--- config.mk ---
export PLATFORM = sky130hd
export DESIGN_NAME = motion_sequencer_flat
export DESIGN_NICKNAME = d
export VERILOG_FILES = /design/src/rtl/motion_pkg.sv /design/src/rtl/motion_sequencer_if.sv /design/src/rtl/motion_sequencer_cmd_fifo.sv /design/src/rtl/motion_sequencer.sv /design/src/flat_wrapper.sv
export SDC_FILE = /design/constraint.sdc
export NUM_CORES = 1
export LEC_CHECK = 0
export CAP_MARGIN = 0
export CORE_ASPECT_RATIO = 0.8
export CORE_UTILIZATION = 35
export CTS_BUF_LIST = sky130_fd_sc_hd__clkbuf_8 sky130_fd_sc_hd__clkbuf_16
export CTS_CLUSTER_DIAMETER = 80
export CTS_CLUSTER_SIZE = 12
export DETAILED_ROUTE_END_ITERATION = 12
export DONT_BUFFER_PORTS = 1
export GPL_ROUTABILITY_DRIVEN = 0
export PLACE_DENSITY = 0.57
export SLEW_MARGIN = 20
export SYNTH_ARGS = -nofsm -noshare
export SYNTH_HDL_FRONTEND = slang
export SYNTH_SLANG_ARGS = --single-unit
--- constraint.sdc ---
create_clock -name clk -period 2.27 [get_ports clk]
set_input_delay 0.227 -clock clk [delete_from_list [all_inputs] [get_ports clk]]
set_output_delay 0.227 -clock clk [all_outputs]
set_load 0.05 [all_outputs]
--- src/rtl/motion_pkg.sv ---
// Shared definitions for the motion sequencer: opcode codes, FSM states and
// opcode validation.
package motion_pkg;

    localparam logic [2:0] OP_FWD  = 3'b000;
    localparam logic [2:0] OP_PVR  = 3'b001;
    localparam logic [2:0] OP_PVL  = 3'b010;
    localparam logic [2:0] OP_STOP = 3'b011;
    localparam logic [2:0] OP_SPIN = 3'b100;
    localparam logic [2:0] OP_REV  = 3'b101;

    typedef enum logic [1:0] {
        S_IDLE,
        S_LOAD,
        S_BRAKE,
        S_RUN
    } fsm_t;

    function automatic logic op_valid(input logic [2:0] op);
        return op <= OP_REV;
    endfunction

endpackage

--- src/rtl/motion_sequencer_if.sv ---
// Command handshake bundle between the navigation logic and the sequencer.
interface motion_sequencer_if #(
    parameter int unsigned DUR_W = 16
);
    logic             cmd_valid;
    logic             cmd_ready;
    logic [2:0]       cmd_op;
    logic [DUR_W-1:0] cmd_dur;

    modport master (output cmd_valid, output cmd_op, output cmd_dur, input cmd_ready);
    modport slave  (input cmd_valid, input cmd_op, input cmd_dur, output cmd_ready);
endinterface

--- src/rtl/motion_sequencer_cmd_fifo.sv ---
// Synchronous command FIFO with flush; occupancy counter separates full from empty.
module cmd_fifo #(
    parameter int unsigned WIDTH = 19,
    parameter int unsigned DEPTH = 4
) (
    input  logic                     clk,
    input  logic                     rst,
    input  logic                     push,
    input  logic                     pop,
    input  logic                     flush,
    input  logic [WIDTH-1:0]         din,
    output logic [WIDTH-1:0]         head,
    output logic                     empty,
    output logic                     full,
    output logic [$clog2(DEPTH):0]   level
);
    localparam int unsigned AW = $clog2(DEPTH);

    logic [WIDTH-1:0] mem [DEPTH];
    logic [AW-1:0]    wr_ptr;
    logic [AW-1:0]    rd_ptr;
    logic [AW:0]      count;
    logic             do_push;
    logic             do_pop;

    assign empty   = (count == '0);
    assign full    = (count == (AW+1)'(DEPTH));
    assign level   = count;
    assign head    = mem[rd_ptr];
    assign do_push = push && !full && !flush;
    assign do_pop  = pop && !empty && !flush;

    always_ff @(posedge clk) begin
        if (do_push) mem[wr_ptr] <= din;
    end

    always_ff @(posedge clk or posedge rst) begin
        if (rst) begin
            wr_ptr <= '0;
            rd_ptr <= '0;
            count  <= '0;
        end else if (flush) begin
            wr_ptr <= '0;
            rd_ptr <= '0;
            count  <= '0;
        end else begin
            if (do_push) wr_ptr <= wr_ptr + 1'b1;
            if (do_pop)  rd_ptr <= rd_ptr + 1'b1;
            case ({do_push, do_pop})
                2'b10:   count <= count + 1'b1;
                2'b01:   count <= count - 1'b1;
                default: count <= count;
            endcase
        end
    end
endmodule

--- src/rtl/motion_sequencer.sv ---
// Plays queued timed motion commands out as wheel-decoder state codes, with a
// timed stop gap between differing back-to-back moves.
module motion_sequencer
    import motion_pkg::*;
#(
    parameter int unsigned TICK_DIV    = 100000,
    parameter int unsigned DUR_W       = 16,
    parameter int unsigned DEPTH       = 4,
    parameter int unsigned BRAKE_TICKS = 50
) (
    input  logic                   clk,
    input  logic                   rst,
    motion_sequencer_if.slave      cmd,
    input  logic                   abort,
    output logic [2:0]             state,
    output logic                   busy,
    output logic                   done,
    output logic                   err,
    output logic [$clog2(DEPTH):0] level
);
    localparam int unsigned PRE_W = $clog2(TICK_DIV);
    localparam int unsigned BRK_W = (BRAKE_TICKS > 0) ? $clog2(BRAKE_TICKS + 1) : 1;

    logic [PRE_W-1:0] pre_cnt;
    logic             tick;
    fsm_t             fsm, fsm_nxt;
    logic [2:0]       op_r, prev_op, state_nxt, head_op;
    logic [DUR_W-1:0] rem_r, head_dur;
    logic [BRK_W-1:0] brk_r;
    logic             fire, push, pop, empty, full, done_nxt, brake_needed;

    assign fire = cmd.cmd_valid && cmd.cmd_ready;
    assign push = fire && op_valid(cmd.cmd_op) && !abort;
    assign pop  = (fsm == S_LOAD) && !abort;

    cmd_fifo #(.WIDTH(3 + DUR_W), .DEPTH(DEPTH)) u_fifo (
        .clk   (clk),
        .rst   (rst),
        .push  (push),
        .pop   (pop),
        .flush (abort),
        .din   ({cmd.cmd_op, cmd.cmd_dur}),
        .head  ({head_op, head_dur}),
        .empty (empty),
        .full  (full),
        .level (level)
    );

    assign cmd.cmd_ready = !full;
    assign busy          = (fsm != S_IDLE) || !empty;
    assign tick          = (pre_cnt == PRE_W'(TICK_DIV - 1));
    // LOAD decides on the entry being popped, so compare against the FIFO head.
    assign brake_needed  = (BRAKE_TICKS != 0) && (prev_op != OP_STOP) && (prev_op != head_op);

    always_ff @(posedge clk or posedge rst) begin
        if (rst) pre_cnt <= '0;
        else     pre_cnt <= tick ? '0 : pre_cnt + 1'b1;
    end

    always_ff @(posedge clk or posedge rst) begin
        if (rst) fsm <= S_IDLE;
        else     fsm <= fsm_nxt;
    end

    always_comb begin
        fsm_nxt = fsm;
        unique case (fsm)
            S_IDLE:  if (!empty) fsm_nxt = S_LOAD;
            S_LOAD:  fsm_nxt = brake_needed ? S_BRAKE : S_RUN;
            S_BRAKE: if (brk_r == '0) fsm_nxt = S_RUN;
            S_RUN:   if (rem_r == '0) fsm_nxt = empty ? S_IDLE : S_LOAD;
            default: fsm_nxt = S_IDLE;
        endcase
        if (abort) fsm_nxt = S_IDLE;
    end

    // Outputs are registered from the next FSM state so they align with it.
    always_comb begin
        state_nxt = state;
        unique case (fsm_nxt)
            S_IDLE, S_BRAKE: state_nxt = OP_STOP;
            S_LOAD:          state_nxt = state;
            S_RUN:           state_nxt = (fsm == S_LOAD) ? head_op : op_r;
            default:         state_nxt = OP_STOP;
        endcase
        done_nxt = (fsm == S_RUN) && (rem_r == '0) && !abort;
    end

    always_ff @(posedge clk or posedge rst) begin
        if (rst) begin
            state   <= OP_STOP;
            done    <= 1'b0;
            err     <= 1'b0;
            op_r    <= OP_STOP;
            prev_op <= OP_STOP;
            rem_r   <= '0;
            brk_r   <= '0;
        end else begin
            state <= state_nxt;
            done  <= done_nxt;
            err   <= fire && !op_valid(cmd.cmd_op);
            if (abort) begin
                prev_op <= OP_STOP;
            end else begin
                if (fsm == S_LOAD) begin
                    op_r  <= head_op;
                    rem_r <= head_dur;
                    brk_r <= BRK_W'(BRAKE_TICKS);
                end
                if (fsm == S_BRAKE && tick && brk_r != '0) brk_r <= brk_r - 1'b1;
                if (fsm == S_RUN && tick && rem_r != '0) rem_r <= rem_r - 1'b1;
                if (done_nxt) prev_op <= op_r;
                if (fsm_nxt == S_IDLE && fsm != S_IDLE) prev_op <= OP_STOP;
            end
        end
    end
endmodule
--- src/flat_wrapper.sv ---
// flat-port wrapper written by rule: the top's interface ports become plain ports
module motion_sequencer_flat import motion_pkg::*;
#(
    parameter int unsigned TICK_DIV    = 100000,
    parameter int unsigned DUR_W       = 16,
    parameter int unsigned DEPTH       = 4,
    parameter int unsigned BRAKE_TICKS = 50
)
  (clk, rst, abort, state, busy, done, err, level, cmd_cmd_valid, cmd_cmd_op, cmd_cmd_dur, cmd_cmd_ready);
  motion_sequencer_if #(.DUR_W(DUR_W)) cmd_i ();
  input  logic clk;
  input  logic rst;
  input  logic abort;
  output logic [2:0] state;
  output logic busy;
  output logic done;
  output logic err;
  output logic [$clog2(DEPTH):0] level;
  input wire logic [$bits(cmd_i.cmd_valid)-1:0] cmd_cmd_valid;
  input wire logic [$bits(cmd_i.cmd_op)-1:0] cmd_cmd_op;
  input wire logic [$bits(cmd_i.cmd_dur)-1:0] cmd_cmd_dur;
  output wire logic [$bits(cmd_i.cmd_ready)-1:0] cmd_cmd_ready;
  assign cmd_i.cmd_valid = cmd_cmd_valid;
  assign cmd_i.cmd_op = cmd_cmd_op;
  assign cmd_i.cmd_dur = cmd_cmd_dur;
  assign cmd_cmd_ready = cmd_i.cmd_ready;
  motion_sequencer #(.TICK_DIV(TICK_DIV), .DUR_W(DUR_W), .DEPTH(DEPTH), .BRAKE_TICKS(BRAKE_TICKS)) u_core (.clk(clk), .rst(rst), .cmd(cmd_i), .abort(abort), .state(state), .busy(busy), .done(done), .err(err), .level(level));
endmodule
==> impl_results.html, run 1 <==
<table>
<tr><th>Metric</th><th>Value</th></tr>
<tr><th colspan="2">Run status</th></tr>
<tr><td>Outcome</td><td>finished with violations</td></tr>
<tr><td>Violated checks</td><td>negative setup slack</td></tr>
<tr><th colspan="2">Hold path</th></tr>
<tr><td>Class of the tightest hold or removal check</td><td>input pin to register</td></tr>
<tr><td>Worst Min Path Start</td><td>abort</td></tr>
<tr><td>Worst-case hold path end point</td><td>u_core.state[2]$_DFFE_PP0P_</td></tr>
<tr><td>Cell depth of the worst hold path</td><td>3</td></tr>
<tr><th colspan="2">STA</th></tr>
<tr><td>Setup slack after layout</td><td>-0.203 ns</td></tr>
<tr><td>Worst relative slew slack</td><td>0.566</td></tr>
<tr><td>Final Hold Viols</td><td>0</td></tr>
<tr><td>RSZ-0062 raised after global routing</td><td>true</td></tr>
<tr><td>Total Neg Setup Slack</td><td>-2.67 ns</td></tr>
<tr><td>Post-route clock period utilization</td><td>1.09</td></tr>
<tr><td>Maximum clock frequency</td><td>0.404 GHz</td></tr>
<tr><td>Number of failing setup endpoints in the final timing report</td><td>16</td></tr>
<tr><td>Final clock skew</td><td>0.00617 ns</td></tr>
<tr><td>Time the final worst path needs with I/O delays and setup</td><td>2.47 ns</td></tr>
<tr><td>Worst Max-Slew Pin Slew</td><td>0.650 ns</td></tr>
<tr><td>Pins Over Slew Limit</td><td>0</td></tr>
<tr><th colspan="2">Setup path</th></tr>
<tr><td>Arr. time, crit path</td><td>2.78 ns</td></tr>
<tr><td>Bufs and invs on worst path</td><td>2</td></tr>
<tr><td>Flop-to-flop setup slack</td><td>-0.20 ns</td></tr>
<tr><td>Largest fanout on the critical path</td><td>18</td></tr>
<tr><td>Kind of cell adding the most delay to the critical path</td><td>simple AND/OR/NAND/NOR gates</td></tr>
<tr><td>Delay of the slowest critical-path stage</td><td>0.56 ns</td></tr>
<tr><td>Critical path cell sequence</td><td>or4_4 -&gt; or4_4 -&gt; a311oi_4 -&gt; buf_4 -&gt; buf_16 -&gt; nand4_1 -&gt; o21ai_1 -&gt; a21oi_1</td></tr>
<tr><td>Most Frequent Cell on Critical Path</td><td>sky130_fd_sc_hd__or4_4</td></tr>
<tr><td>Required time of the worst setup path</td><td>2.57 ns</td></tr>
<tr><td>Worst reg2reg path depth</td><td>8</td></tr>
<tr><td>Slowest library cell on the worst path</td><td>sky130_fd_sc_hd__or4_4</td></tr>
<tr><td>Element type at the critical path end</td><td>register</td></tr>
<tr><td>Category of the most critical setup path</td><td>register to register</td></tr>
<tr><td>Endpoint of the most critical register-to-register path</td><td>u_core.rem_r[14]$_DFFE_PP0P_</td></tr>
<tr><td>Reg2Reg Launch Point</td><td>u_core.pre_cnt[11]$_DFF_PP0_</td></tr>
<tr><td>Critical Path Start Type</td><td>register</td></tr>
<tr><th colspan="2">Global route</th></tr>
<tr><td>Wire length of the first global-routing pass</td><td>21700 um</td></tr>
<tr><td>Remaining global-route overflow</td><td>0</td></tr>
<tr><td>Combined global-route utilization of all metal layers</td><td>0.162</td></tr>
<tr><td>Initial antenna violation count</td><td>0</td></tr>
<tr><td>Largest net degree at the start of global routing</td><td>32</td></tr>
<tr><td>Number of global-route vias before repair</td><td>4208</td></tr>
<tr><th colspan="2">Placed design</th></tr>
<tr><td>IO buf count</td><td>0</td></tr>
<tr><td>Detail Placement HPWL</td><td>8640 um</td></tr>
<tr><td>Setup slack at placement</td><td>-0.285 ns</td></tr>
<tr><th colspan="2">Pwr</th></tr>
<tr><td>Sw power</td><td>2150 uW</td></tr>
<tr><td>Clk network pwr share</td><td>0.354</td></tr>
<tr><td>Total power</td><td>7210 uW</td></tr>
<tr><td>Relative contribution of sequential cells to total power</td><td>0.439</td></tr>
<tr><td>Gate power share</td><td>0.207</td></tr>
<tr><td>Switching power share of the total</td><td>0.298</td></tr>
<tr><td>Total internal power</td><td>5060 uW</td></tr>
<tr><td>Cell area power density</td><td>938 nW/um2</td></tr>
<tr><td>LEAKAGE</td><td>0.00285 uW</td></tr>
<tr><td>IR drop worst, VDD</td><td>0.556 mV</td></tr>
<tr><th colspan="2">Detailed routing</th></tr>
<tr><td>Routed via count</td><td>4108</td></tr>
<tr><td>Iter 0 DRT Violations</td><td>302</td></tr>
<tr><td>Detailed-route DRC error count</td><td>0</td></tr>
<tr><td>1st-pass router iterations</td><td>4</td></tr>
<tr><td>Wire length after detailed routing</td><td>13300 um</td></tr>
<tr><td>Routed wirelength normalized by instance count</td><td>16.8 um</td></tr>
<tr><td>Mean number of vias per cell</td><td>5.19</td></tr>
<tr><td>Number of routed nets with antenna violations</td><td>0</td></tr>
<tr><th colspan="2">Yosys</th></tr>
<tr><td>Number of storage elements in the synthesis netlist</td><td>135</td></tr>
<tr><td>Post-synthesis cell type count</td><td>54</td></tr>
<tr><td>Main synth FF type</td><td>sky130_fd_sc_hd__edfxtp_1</td></tr>
<tr><td>Post-Syn Area</td><td>6060 um2</td></tr>
<tr><td>Syn_area_per_cell</td><td>12.9 um2</td></tr>
<tr><td>Async set-or-reset flop fraction in the synthesized netlist</td><td>0.437</td></tr>
<tr><td>Net count after synthesis</td><td>500</td></tr>
<tr><td>Most area-consuming cells after synthesis</td><td>sky130_fd_sc_hd__edfxtp_1 (38%), sky130_fd_sc_hd__dfrtp_1 (22%), sky130_fd_sc_hd__mux4_2 (7.1%)</td></tr>
<tr><td>Count of flip-flops with a built-in enable after synthesis</td><td>76</td></tr>
<tr><td>Biggest area consumer among synthesized cells</td><td>sky130_fd_sc_hd__edfxtp_1</td></tr>
<tr><td>Number of synthesis warnings</td><td>0</td></tr>
<tr><td>Register area share after synthesis</td><td>0.621</td></tr>
<tr><td>Area share of the largest cell type after synthesis</td><td>0.376</td></tr>
<tr><td>Number of cells produced by synthesis</td><td>469</td></tr>
<tr><th colspan="2">Clock tree</th></tr>
<tr><td>Total clock sinks</td><td>135</td></tr>
<tr><td>CTS tree</td><td>built</td></tr>
<tr><td>Max clock buf depth</td><td>2</td></tr>
<tr><td>Clock Root Buffer</td><td>sky130_fd_sc_hd__clkbuf_16</td></tr>
<tr><td>Total clock buffers created by CTS</td><td>17</td></tr>
<tr><td>H-Tree Depth</td><td>4</td></tr>
<tr><td>Clock insertion delay at the later pin of the skew report</td><td>0.42 ns</td></tr>
<tr><td>Clock Pin Slew Worst Setup and Hold Paths</td><td>0.06 ns</td></tr>
<tr><th colspan="2">Layout</th></tr>
<tr><td>Inserted Diodes</td><td>0</td></tr>
<tr><td>Fin nets</td><td>590</td></tr>
<tr><td>Layout cell share with drive strength beyond 1</td><td>0.259</td></tr>
<tr><td>Synth-to-Final Area Change</td><td>26.9%</td></tr>
<tr><th colspan="2">Floorplan</th></tr>
<tr><td>Initial cell density of the core</td><td>0.362</td></tr>
<tr><td>Boundary pin count</td><td>33</td></tr>
<tr><td>Core region area</td><td>16800 um2</td></tr>
<tr><td>Die height</td><td>120 um</td></tr>
<tr><td>Total die area</td><td>17900 um2</td></tr>
<tr><td>Placement row count</td><td>42</td></tr>
<tr><td>Width of the die</td><td>149 um</td></tr>
<tr><th colspan="2">Flow run</th></tr>
<tr><td>Maximum Capacitance Violations</td><td>0</td></tr>
</table>
==> cells by family (layout without fill, tap and decap cells) <==
logic type / Yosys count / count (layout) / synth area share
compound gates: 81 / 81 / 0.0861
xor+xnor: 25 / 25 / 0.0361
fa+ha+maj: 8 / 8 / 0.0177
buf+inv: 31 / 133 / 0.0235
flops: 135 / 135 / 0.621
mux: 20 / 20 / 0.0722
simple gates: 169 / 169 / 0.143
==> Yosys cell counts (all sizes together), types with 6 or more instances <==
master   number
mux4         19
nand4        11
nand3        16
and2          6
or3           8
or4           6
xnor2        13
buf           7
clkbuf       10
edfxtp       76
dfstp         6
xor2         12
dfrtp        53
ha            7
a31oi         6
nor3         12
a21oi        23
inv          14
o21ai        19
nand2        37
a2bb2oi       6
nor4          6
nor2         43
==> cells in the final DEF, fill, tap and decap left out, types with 4 or more instances in the layout <==
cell                            netlist  final
sky130_fd_sc_hd__inv_1               14     13
sky130_fd_sc_hd__a21oi_1             23     20
sky130_fd_sc_hd__a31oi_1              6      6
sky130_fd_sc_hd__o211ai_1             4      4
sky130_fd_sc_hd__edfxtp_1            76     76
sky130_fd_sc_hd__nor2_1              43     40
sky130_fd_sc_hd__nor4_1               6      4
sky130_fd_sc_hd__nor3_1              12     11
sky130_fd_sc_hd__or3_1                8      8
sky130_fd_sc_hd__nand3_1             16     14
sky130_fd_sc_hd__o21ai_0             14      8
sky130_fd_sc_hd__dlygate4sd3_1        0     22
sky130_fd_sc_hd__nand2b_1             4      4
sky130_fd_sc_hd__inv_6                0      5
sky130_fd_sc_hd__xnor2_1             13     13
sky130_fd_sc_hd__and2_1               6      6
sky130_fd_sc_hd__clkbuf_16            0     19
sky130_fd_sc_hd__nand2_1             37     37
sky130_fd_sc_hd__ha_1                 7      7
sky130_fd_sc_hd__xor2_1              12     12
sky130_fd_sc_hd__buf_4                1     60
sky130_fd_sc_hd__dfrtp_1             53     49
sky130_fd_sc_hd__a2bb2oi_1            6      6
sky130_fd_sc_hd__o21ai_1              5     10
sky130_fd_sc_hd__nand4_1             11     11
sky130_fd_sc_hd__dfstp_2              6      6
sky130_fd_sc_hd__dfrtp_2              0      4
sky130_fd_sc_hd__a22oi_1              4      4
sky130_fd_sc_hd__o21a_1               5      5
sky130_fd_sc_hd__mux4_2              19     19
sky130_fd_sc_hd__o22a_1               4      4
sky130_fd_sc_hd__nor3b_1              4      4
==> power groups by stage <==
stage	sequential, uW	combinational [uW]	clock, uW
5_1_grt	3200	1640	2720
2_1_floorplan	3180	847	0
6_report	3160	1500	2550
3_3_place_gp	3170	1380	0
3_5_place_dp	3170	1410	0
4_1_cts	3130	1460	2610
==> how the worst max path moves through the flow <==
stage	startpoint	end	slack (ns)	cells past startpoint
2_1_floorplan	u_core.rem_r[0]$_DFFE_PP0P_	u_core.prev_op[2]$_DFFE_PP0P_	-0.14	8
3_3_place_gp	u_core.pre_cnt[5]$_DFF_PP0_	u_core.rem_r[0]$_DFFE_PP0P_	-0.31	8
3_5_place_dp	u_core.pre_cnt[5]$_DFF_PP0_	u_core.rem_r[12]$_DFFE_PP0P_	-0.28	8
4_1_cts	u_core.pre_cnt[5]$_DFF_PP0_	u_core.rem_r[15]$_DFFE_PP0P_	-0.18	8
5_1_grt	u_core.pre_cnt[11]$_DFF_PP0_	u_core.rem_r[10]$_DFFE_PP0P_	-0.33	9
6_report	u_core.pre_cnt[11]$_DFF_PP0_	u_core.rem_r[14]$_DFFE_PP0P_	-0.20	8
==> state kept, by name, summed over array words and instances (netlist names) <==
register,cells
u_core.done,1
u_core.state,3
u_core.brk_r,6
u_core.prev_op,3
u_core.u_fifo.wr_ptr,2
u_core.pre_cnt,17
u_core.fsm,2
u_core.rem_r,16
u_core.u_fifo.mem,76
u_core.u_fifo.rd_ptr,2
u_core.op_r,3
u_core.u_fifo.level,3
u_core.err,1
==> layer usage <==
metal,track usage,share of wire
met2,0.248,0.47
met5,0,0
met3,0.0483,0.043
met4,0.0517,0.0094
met1,0.219,0.48
==> through the flow <==
stage          hold WS, ns  cells  utilization  cell area [um2]
6_report            0.0705    791        0.459             7690
5_1_grt             0.0997    791        0.459             7690
4_1_cts             0.0504    788        0.452             7570
3_5_place_dp         0.239    731        0.402             6740
3_3_place_gp         0.234    731        0.402             6740
2_1_floorplan        0.326    469            -             6080
==> layout make-up <==
cell class              instances  area [um2]
fillers                      1490        9070
flip-flops and latches        135        3770
multi-input cells             303        2240
repair buffers                 88         800
clock buffers                  17         425
well taps                     220         275
clock inverters                14         124
inverters                      14        52.6
==> what timing repair did <==
| item | CTS | global route |
|---|---|---|
| gates resized for setup | 3 | 17 |
| setup buffers | 3 | 1 |
| endpoints found under the hold margin | 107 | 0 |
| gates cloned | 1 | 2 |
| endpoints found under the setup margin | 16 | 23 |
| hold buffers | 22 | 0 |
| pin swaps | 0 | 3 |
==> worst min-delay path: stages <==
cell and delay [ns]:
sky130_fd_sc_hd__nor3_1 0.03, sky130_fd_sc_hd__o21ai_0 0.09, sky130_fd_sc_hd__a31oi_1 0.10
Note: power is estimated with default switching activity, not from simulation.
==> run 2: changes to the inputs <==
SKIP_CTS_REPAIR_TIMING = 1   (was unset)
SYNTH_HIERARCHICAL = 1   (was unset)
==> run 2 against run 1 <==
Effect of this change:
- the flow finishes with violations (negative hold slack, negative setup slack)
- largest power group unchanged
- global-route usage fell by 0.28 points
- worst setup slack better by 0.13 ns
- highest routed layer unchanged
- worst hold slack worse by 0.090 ns
- via count up 2.3%
- register-to-register slack better by 0.13 ns
- die area rose by 4.7%
- synthesized cell count increased by 1.9%
- clock power about the same
- synthesized area increased by 4.7%
- count of clock-buffer cells in the layout did not move
- clock skew rose by 0.0017 ns
- final cell count up 0.38%
==> impl_results.html, run 2 <==
<table>
<tr><th>Metric</th><th>Value</th></tr>
<tr><th colspan="2">Layout</th></tr>
<tr><td>Most common library cell in the layout ignoring fill and taps</td><td>sky130_fd_sc_hd__edfxtp_1</td></tr>
<tr><td>Layout cell share with drive strength beyond 1</td><td>0.301 (+0.0413)</td></tr>
<tr><td>Filler Cells Inserted</td><td>1572 (+5.5%)</td></tr>
<tr><td>Synth-to-Final Area Change</td><td>25.6%</td></tr>
<tr><td>Largest register by flop count</td><td>u_core/u_fifo/mem</td></tr>
<tr><td>Commonest non-fill, non-tap cells in the layout</td><td>sky130_fd_sc_hd__edfxtp_1 (76), sky130_fd_sc_hd__buf_4 (54), sky130_fd_sc_hd__dfrtp_1 (49), sky130_fd_sc_hd__nor2_1 (32), sky130_fd_sc_hd__nand2_1 (25)</td></tr>
<tr><td>Registers with the highest flip-flop counts</td><td>u_core/u_fifo/mem: 76 flops, u_core/pre_cnt: 17 flops, u_core/rem_r: 16 flops</td></tr>
<tr><td>Layout Cells excl Fill</td><td>794 (+0.38%)</td></tr>
<tr><td>Fin nets</td><td>588 (-0.34%)</td></tr>
<tr><td>Flip-flop count of the largest register, all copies and words added</td><td>76 (unchanged)</td></tr>
<tr><td>Inserted Diodes</td><td>0 (unchanged)</td></tr>
<tr><th colspan="2">Detailed routing</th></tr>
<tr><td>Mean number of vias per cell</td><td>5.29 (+1.9%)</td></tr>
<tr><td>1st-pass router iterations</td><td>4 (unchanged)</td></tr>
<tr><td>Routed via count</td><td>4202 (+2.3%)</td></tr>
<tr><td>Routed wirelength normalized by instance count</td><td>17.8 um (+6.1%)</td></tr>
<tr><td>Detailed-route DRC error count</td><td>0 (unchanged)</td></tr>
<tr><td>Number of routed nets with antenna violations</td><td>0 (unchanged)</td></tr>
<tr><td>Iter 0 DRT Violations</td><td>229 (-24%)</td></tr>
<tr><td>Wire length after detailed routing</td><td>14100 um (+6.5%)</td></tr>
<tr><th colspan="2">Placed design</th></tr>
<tr><td>IO buf count</td><td>0 (unchanged)</td></tr>
<tr><td>Detail Placement HPWL</td><td>9260 um (+7.1%)</td></tr>
<tr><td>Total instance count after detailed placement</td><td>739 (+1.1%)</td></tr>
<tr><td>Setup slack at placement</td><td>-0.0788 ns (+0.206 ns)</td></tr>
<tr><th colspan="2">Yosys</th></tr>
<tr><td>Adder and majority cell fraction of the synthesized area</td><td>0.0189 (+0.00117)</td></tr>
<tr><td>Multiplexer area fraction after synthesis</td><td>0.0964 (+0.0241)</td></tr>
<tr><td>Area share of and/or/nand/nor cells after synthesis</td><td>0.145 (+0.00219)</td></tr>
<tr><td>Main combinational cell family by area after synthesis</td><td>simple AND/OR/NAND/NOR gates</td></tr>
<tr><td>Number of storage elements in the synthesis netlist</td><td>135 (unchanged)</td></tr>
<tr><td>Biggest area consumer among synthesized cells</td><td>sky130_fd_sc_hd__edfxtp_1</td></tr>
<tr><td>Post-Syn Area</td><td>6350 um2 (+4.7%)</td></tr>
<tr><td>Count of flip-flops with a built-in enable after synthesis</td><td>76 (unchanged)</td></tr>
<tr><td>Number of cells produced by synthesis</td><td>478 (+1.9%)</td></tr>
<tr><td>Most instantiated library cell after synthesis</td><td>sky130_fd_sc_hd__edfxtp_1</td></tr>
<tr><td>Net count after synthesis</td><td>510 (+2.0%)</td></tr>
<tr><td>Most area-consuming cells after synthesis</td><td>sky130_fd_sc_hd__edfxtp_1 (36%), sky130_fd_sc_hd__dfrtp_1 (21%), sky130_fd_sc_hd__mux4_2 (6.7%)</td></tr>
<tr><td>Post-synthesis cell type count</td><td>70 (+30%)</td></tr>
<tr><td>Register area share after synthesis</td><td>0.593 (-0.0282)</td></tr>
<tr><td>Main synth FF type</td><td>sky130_fd_sc_hd__edfxtp_1</td></tr>
<tr><td>Area share of the largest cell type after synthesis</td><td>0.359 (-0.0171)</td></tr>
<tr><td>Async set-or-reset flop fraction in the synthesized netlist</td><td>0.437 (unchanged)</td></tr>
<tr><td>Share of the synthesized netlist area taken by xor and xnor gates</td><td>0.0290 (-0.00715)</td></tr>
<tr><td>Compound-gate portion of the synthesized area</td><td>0.0841 (-0.00193)</td></tr>
<tr><td>Ranking of synthesized cells by instance count</td><td>sky130_fd_sc_hd__edfxtp_1 (76), sky130_fd_sc_hd__dfrtp_1 (53), sky130_fd_sc_hd__nor2_1 (34)</td></tr>
<tr><td>Number of synthesis warnings</td><td>6 (+6)</td></tr>
<tr><td>Syn_area_per_cell</td><td>13.3 um2 (+2.8%)</td></tr>
<tr><th colspan="2">Clock tree</th></tr>
<tr><td>Clock Pin Slew Worst Setup and Hold Paths</td><td>0.06 ns (about the same)</td></tr>
<tr><td>CTS tree</td><td>built</td></tr>
<tr><td>Max clock buf depth</td><td>2 (unchanged)</td></tr>
<tr><td>Clock insertion delay at the later pin of the skew report</td><td>0.42 ns (about the same)</td></tr>
<tr><td>Total clock buffers created by CTS</td><td>17 (unchanged)</td></tr>
<tr><td>H-Tree Depth</td><td>4 (unchanged)</td></tr>
<tr><td>Clock Root Buffer</td><td>sky130_fd_sc_hd__clkbuf_16</td></tr>
<tr><td>Total clock sinks</td><td>135 (unchanged)</td></tr>
<tr><th colspan="2">Floorplan</th></tr>
<tr><td>Initial cell density of the core</td><td>0.362 (+0.000413)</td></tr>
<tr><td>Placement row count</td><td>43 (+2.4%)</td></tr>
<tr><td>Boundary pin count</td><td>33 (unchanged)</td></tr>
<tr><td>Total die area</td><td>18700 um2 (+4.7%)</td></tr>
<tr><td>Core region area</td><td>17500 um2 (+4.6%)</td></tr>
<tr><td>Die height</td><td>122 um (+2.3%)</td></tr>
<tr><td>Width of the die</td><td>153 um (+2.3%)</td></tr>
<tr><th colspan="2">Flow run</th></tr>
<tr><td>Maximum Capacitance Violations</td><td>0 (unchanged)</td></tr>
<tr><th colspan="2">STA</th></tr>
<tr><td>Maximum clock frequency</td><td>0.426 GHz (+5.4%)</td></tr>
<tr><td>Minimum hold slack</td><td>-0.0195 ns (-0.0900 ns)</td></tr>
<tr><td>Worst Max-Slew Pin Slew</td><td>0.781 ns (+0.131 ns)</td></tr>
<tr><td>RSZ-0062 raised after global routing</td><td>true</td></tr>
<tr><td>Time the final worst path needs with I/O delays and setup</td><td>2.35 ns (-0.127 ns)</td></tr>
<tr><td>Setup slack after layout</td><td>-0.0760 ns (+0.127 ns)</td></tr>
<tr><td>Final clock skew</td><td>0.00790 ns (+0.00173 ns)</td></tr>
<tr><td>Post-route clock period utilization</td><td>1.03 (-0.0558)</td></tr>
<tr><td>Pins Over Slew Limit</td><td>0 (unchanged)</td></tr>
<tr><td>Number of failing setup endpoints in the final timing report</td><td>14 (-2)</td></tr>
<tr><td>Final Hold Viols</td><td>2 (+2)</td></tr>
<tr><td>Total Neg Setup Slack</td><td>-0.471 ns (+2.20 ns)</td></tr>
<tr><td>Worst relative slew slack</td><td>0.477 (-0.0885)</td></tr>
<tr><th colspan="2">Setup path</th></tr>
<tr><td>Endpoint of the most critical register-to-register path</td><td>u_core/rem_r[10]$_DFFE_PP0P_</td></tr>
<tr><td>Critical Path Start Type</td><td>register</td></tr>
<tr><td>Required time of the worst setup path</td><td>2.57 ns (about the same)</td></tr>
<tr><td>Largest fanout on the critical path</td><td>11 (-7)</td></tr>
<tr><td>Arr. time, crit path</td><td>2.65 ns (-0.13 ns)</td></tr>
<tr><td>Flop-to-flop setup slack</td><td>-0.08 ns (+0.13 ns)</td></tr>
<tr><td>Worst reg2reg path depth</td><td>6 (-2)</td></tr>
<tr><td>First element of the critical path</td><td>u_core/rem_r[11]$_DFFE_PP0P_</td></tr>
<tr><td>Element type at the critical path end</td><td>register</td></tr>
<tr><td>Reg2Reg Launch Point</td><td>u_core/rem_r[11]$_DFFE_PP0P_</td></tr>
<tr><td>Category of the most critical setup path</td><td>register to register</td></tr>
<tr><td>Critical Path End</td><td>u_core/rem_r[10]$_DFFE_PP0P_</td></tr>
<tr><th colspan="2">Hold path</th></tr>
<tr><td>Class of the tightest hold or removal check</td><td>input pin to register</td></tr>
<tr><th colspan="2">Global route</th></tr>
<tr><td>Number of global-route vias before repair</td><td>4314 (+2.5%)</td></tr>
<tr><td>Largest net degree at the start of global routing</td><td>36 (+13%)</td></tr>
<tr><td>Remaining global-route overflow</td><td>0 (unchanged)</td></tr>
<tr><td>Wire length of the first global-routing pass</td><td>22600 um (+3.8%)</td></tr>
<tr><td>Combined global-route utilization of all metal layers</td><td>0.159 (-0.00276)</td></tr>
<tr><td>Initial antenna violation count</td><td>0 (unchanged)</td></tr>
<tr><th colspan="2">Pwr</th></tr>
<tr><td>Cell area power density</td><td>861 nW/um2 (-8.1%)</td></tr>
<tr><td>Gate power share</td><td>0.194 (-0.013)</td></tr>
<tr><td>LEAKAGE</td><td>0.00301 uW (+5.8%)</td></tr>
<tr><td>Switching power share of the total</td><td>0.290 (-0.00766)</td></tr>
<tr><td>Relative contribution of sequential cells to total power</td><td>0.436 (-0.003)</td></tr>
<tr><td>Total internal power</td><td>4880 uW (-3.7%)</td></tr>
<tr><td>Clk network pwr share</td><td>0.370 (+0.016)</td></tr>
<tr><td>IR drop worst, VDD</td><td>0.515 mV (-7.4%)</td></tr>
<tr><td>Sw power</td><td>2000 uW (-7.2%)</td></tr>
<tr><th colspan="2">Run status</th></tr>
<tr><td>Outcome</td><td>finished with violations</td></tr>
<tr><td>Violated checks</td><td>negative hold slack, negative setup slack</td></tr>
</table>
==> run 2: cell count changes after synthesis, moves of 5 or more <==
cell / before / now
sky130_fd_sc_hd__nor4_1: 6 / 11
sky130_fd_sc_hd__nor2_1: 43 / 34
sky130_fd_sc_hd__buf_2: 3 / 9
sky130_fd_sc_hd__nand3_1: 16 / 11
sky130_fd_sc_hd__a31oi_1: 6 / 0
sky130_fd_sc_hd__a2bb2oi_1: 6 / 1
sky130_fd_sc_hd__nand4_1: 11 / 6
sky130_fd_sc_hd__mux2i_1: 1 / 15
sky130_fd_sc_hd__o21ai_0: 14 / 7
sky130_fd_sc_hd__nand2_1: 37 / 25
sky130_fd_sc_hd__nor3_1: 12 / 17
sky130_fd_sc_hd__o2bb2ai_1: 0 / 11
sky130_fd_sc_hd__a21oi_1: 23 / 10
sky130_fd_sc_hd__o22ai_1: 1 / 12
==> run 2: critical path: stages (launching register included) <==
cell and delay (ns):
sky130_fd_sc_hd__dfrtp_1 0.38, sky130_fd_sc_hd__or4_4 0.55, sky130_fd_sc_hd__or4_4 0.56, sky130_fd_sc_hd__o2111ai_4 0.24, sky130_fd_sc_hd__buf_12 0.18, sky130_fd_sc_hd__mux2i_1 0.23, sky130_fd_sc_hd__o2bb2ai_1 0.08
==> run 2: cell families after synthesis <==
logic type,after synthesis
compound gates,70
flops,135
fa+ha+maj,9
simple gates,162
xor+xnor,21
mux,37
buf+inv,44
==> run 2: cell type report <==
class / instances / area (um2) / share of cell area
clock buffers: 17 / 425 / 0.0533
clock inverters: 15 / 116 / 0.0146
inverters: 19 / 73.8 / 0.00925
multi-input cells: 299 / 2560 / 0.321
flip-flops and latches: 135 / 3770 / 0.473
well taps: 225 / 282 / 0.0353
repair buffers: 84 / 751 / 0.0941
==> run 2: worst min-delay path by stage <==
stage	from	endpoint	slack (ns)	cells after the start
6_report	abort	u_core/brk_r[0]$_DFFE_PP0P_	-0.02	2
2_1_floorplan	rst	u_core/u_fifo/rd_ptr[0]$_DFFE_PP0P_	0.03	1
4_1_cts	rst	u_core/u_fifo/wr_ptr[1]$_DFFE_PP0P_	-0.38	1
3_3_place_gp	rst	u_core/u_fifo/wr_ptr[0]$_DFFE_PP0P_	0.07	1
5_1_grt	abort	u_core/brk_r[2]$_DFFE_PP0P_	0.01	2
3_5_place_dp	rst	u_core/u_fifo/rd_ptr[0]$_DFFE_PP0P_	0.08	1
==> run 2: through the flow <==
step                hold slack, ns  cell area [um2]   util  power, uW
floorplan                   0.0302             6470      -       3790
CTS                         -0.375             7610  0.434       6800
global route                0.0104             7980  0.455       7190
global placement            0.0677             7070  0.403       4210
finish                     -0.0195             7980  0.455       6870
detailed placement          0.0792             7070  0.403       4240
==> run 2: routing by layer <==
metal,part of all wire,wire [um],GRT usage
met1,0.48,6730,0.208
met5,0,0,0
met2,0.48,6750,0.251
met4,0.0098,139,0.0568
met3,0.037,519,0.0473
==> run 2: power by group through the flow <==
stage,clock network [uW],registers (uW),logic (uW)
floorplan,0,3040,747
global route,2710,3020,1460
finish,2540,3000,1330
global placement,0,3020,1190
detailed placement,0,3020,1220
CTS,2590,2980,1230
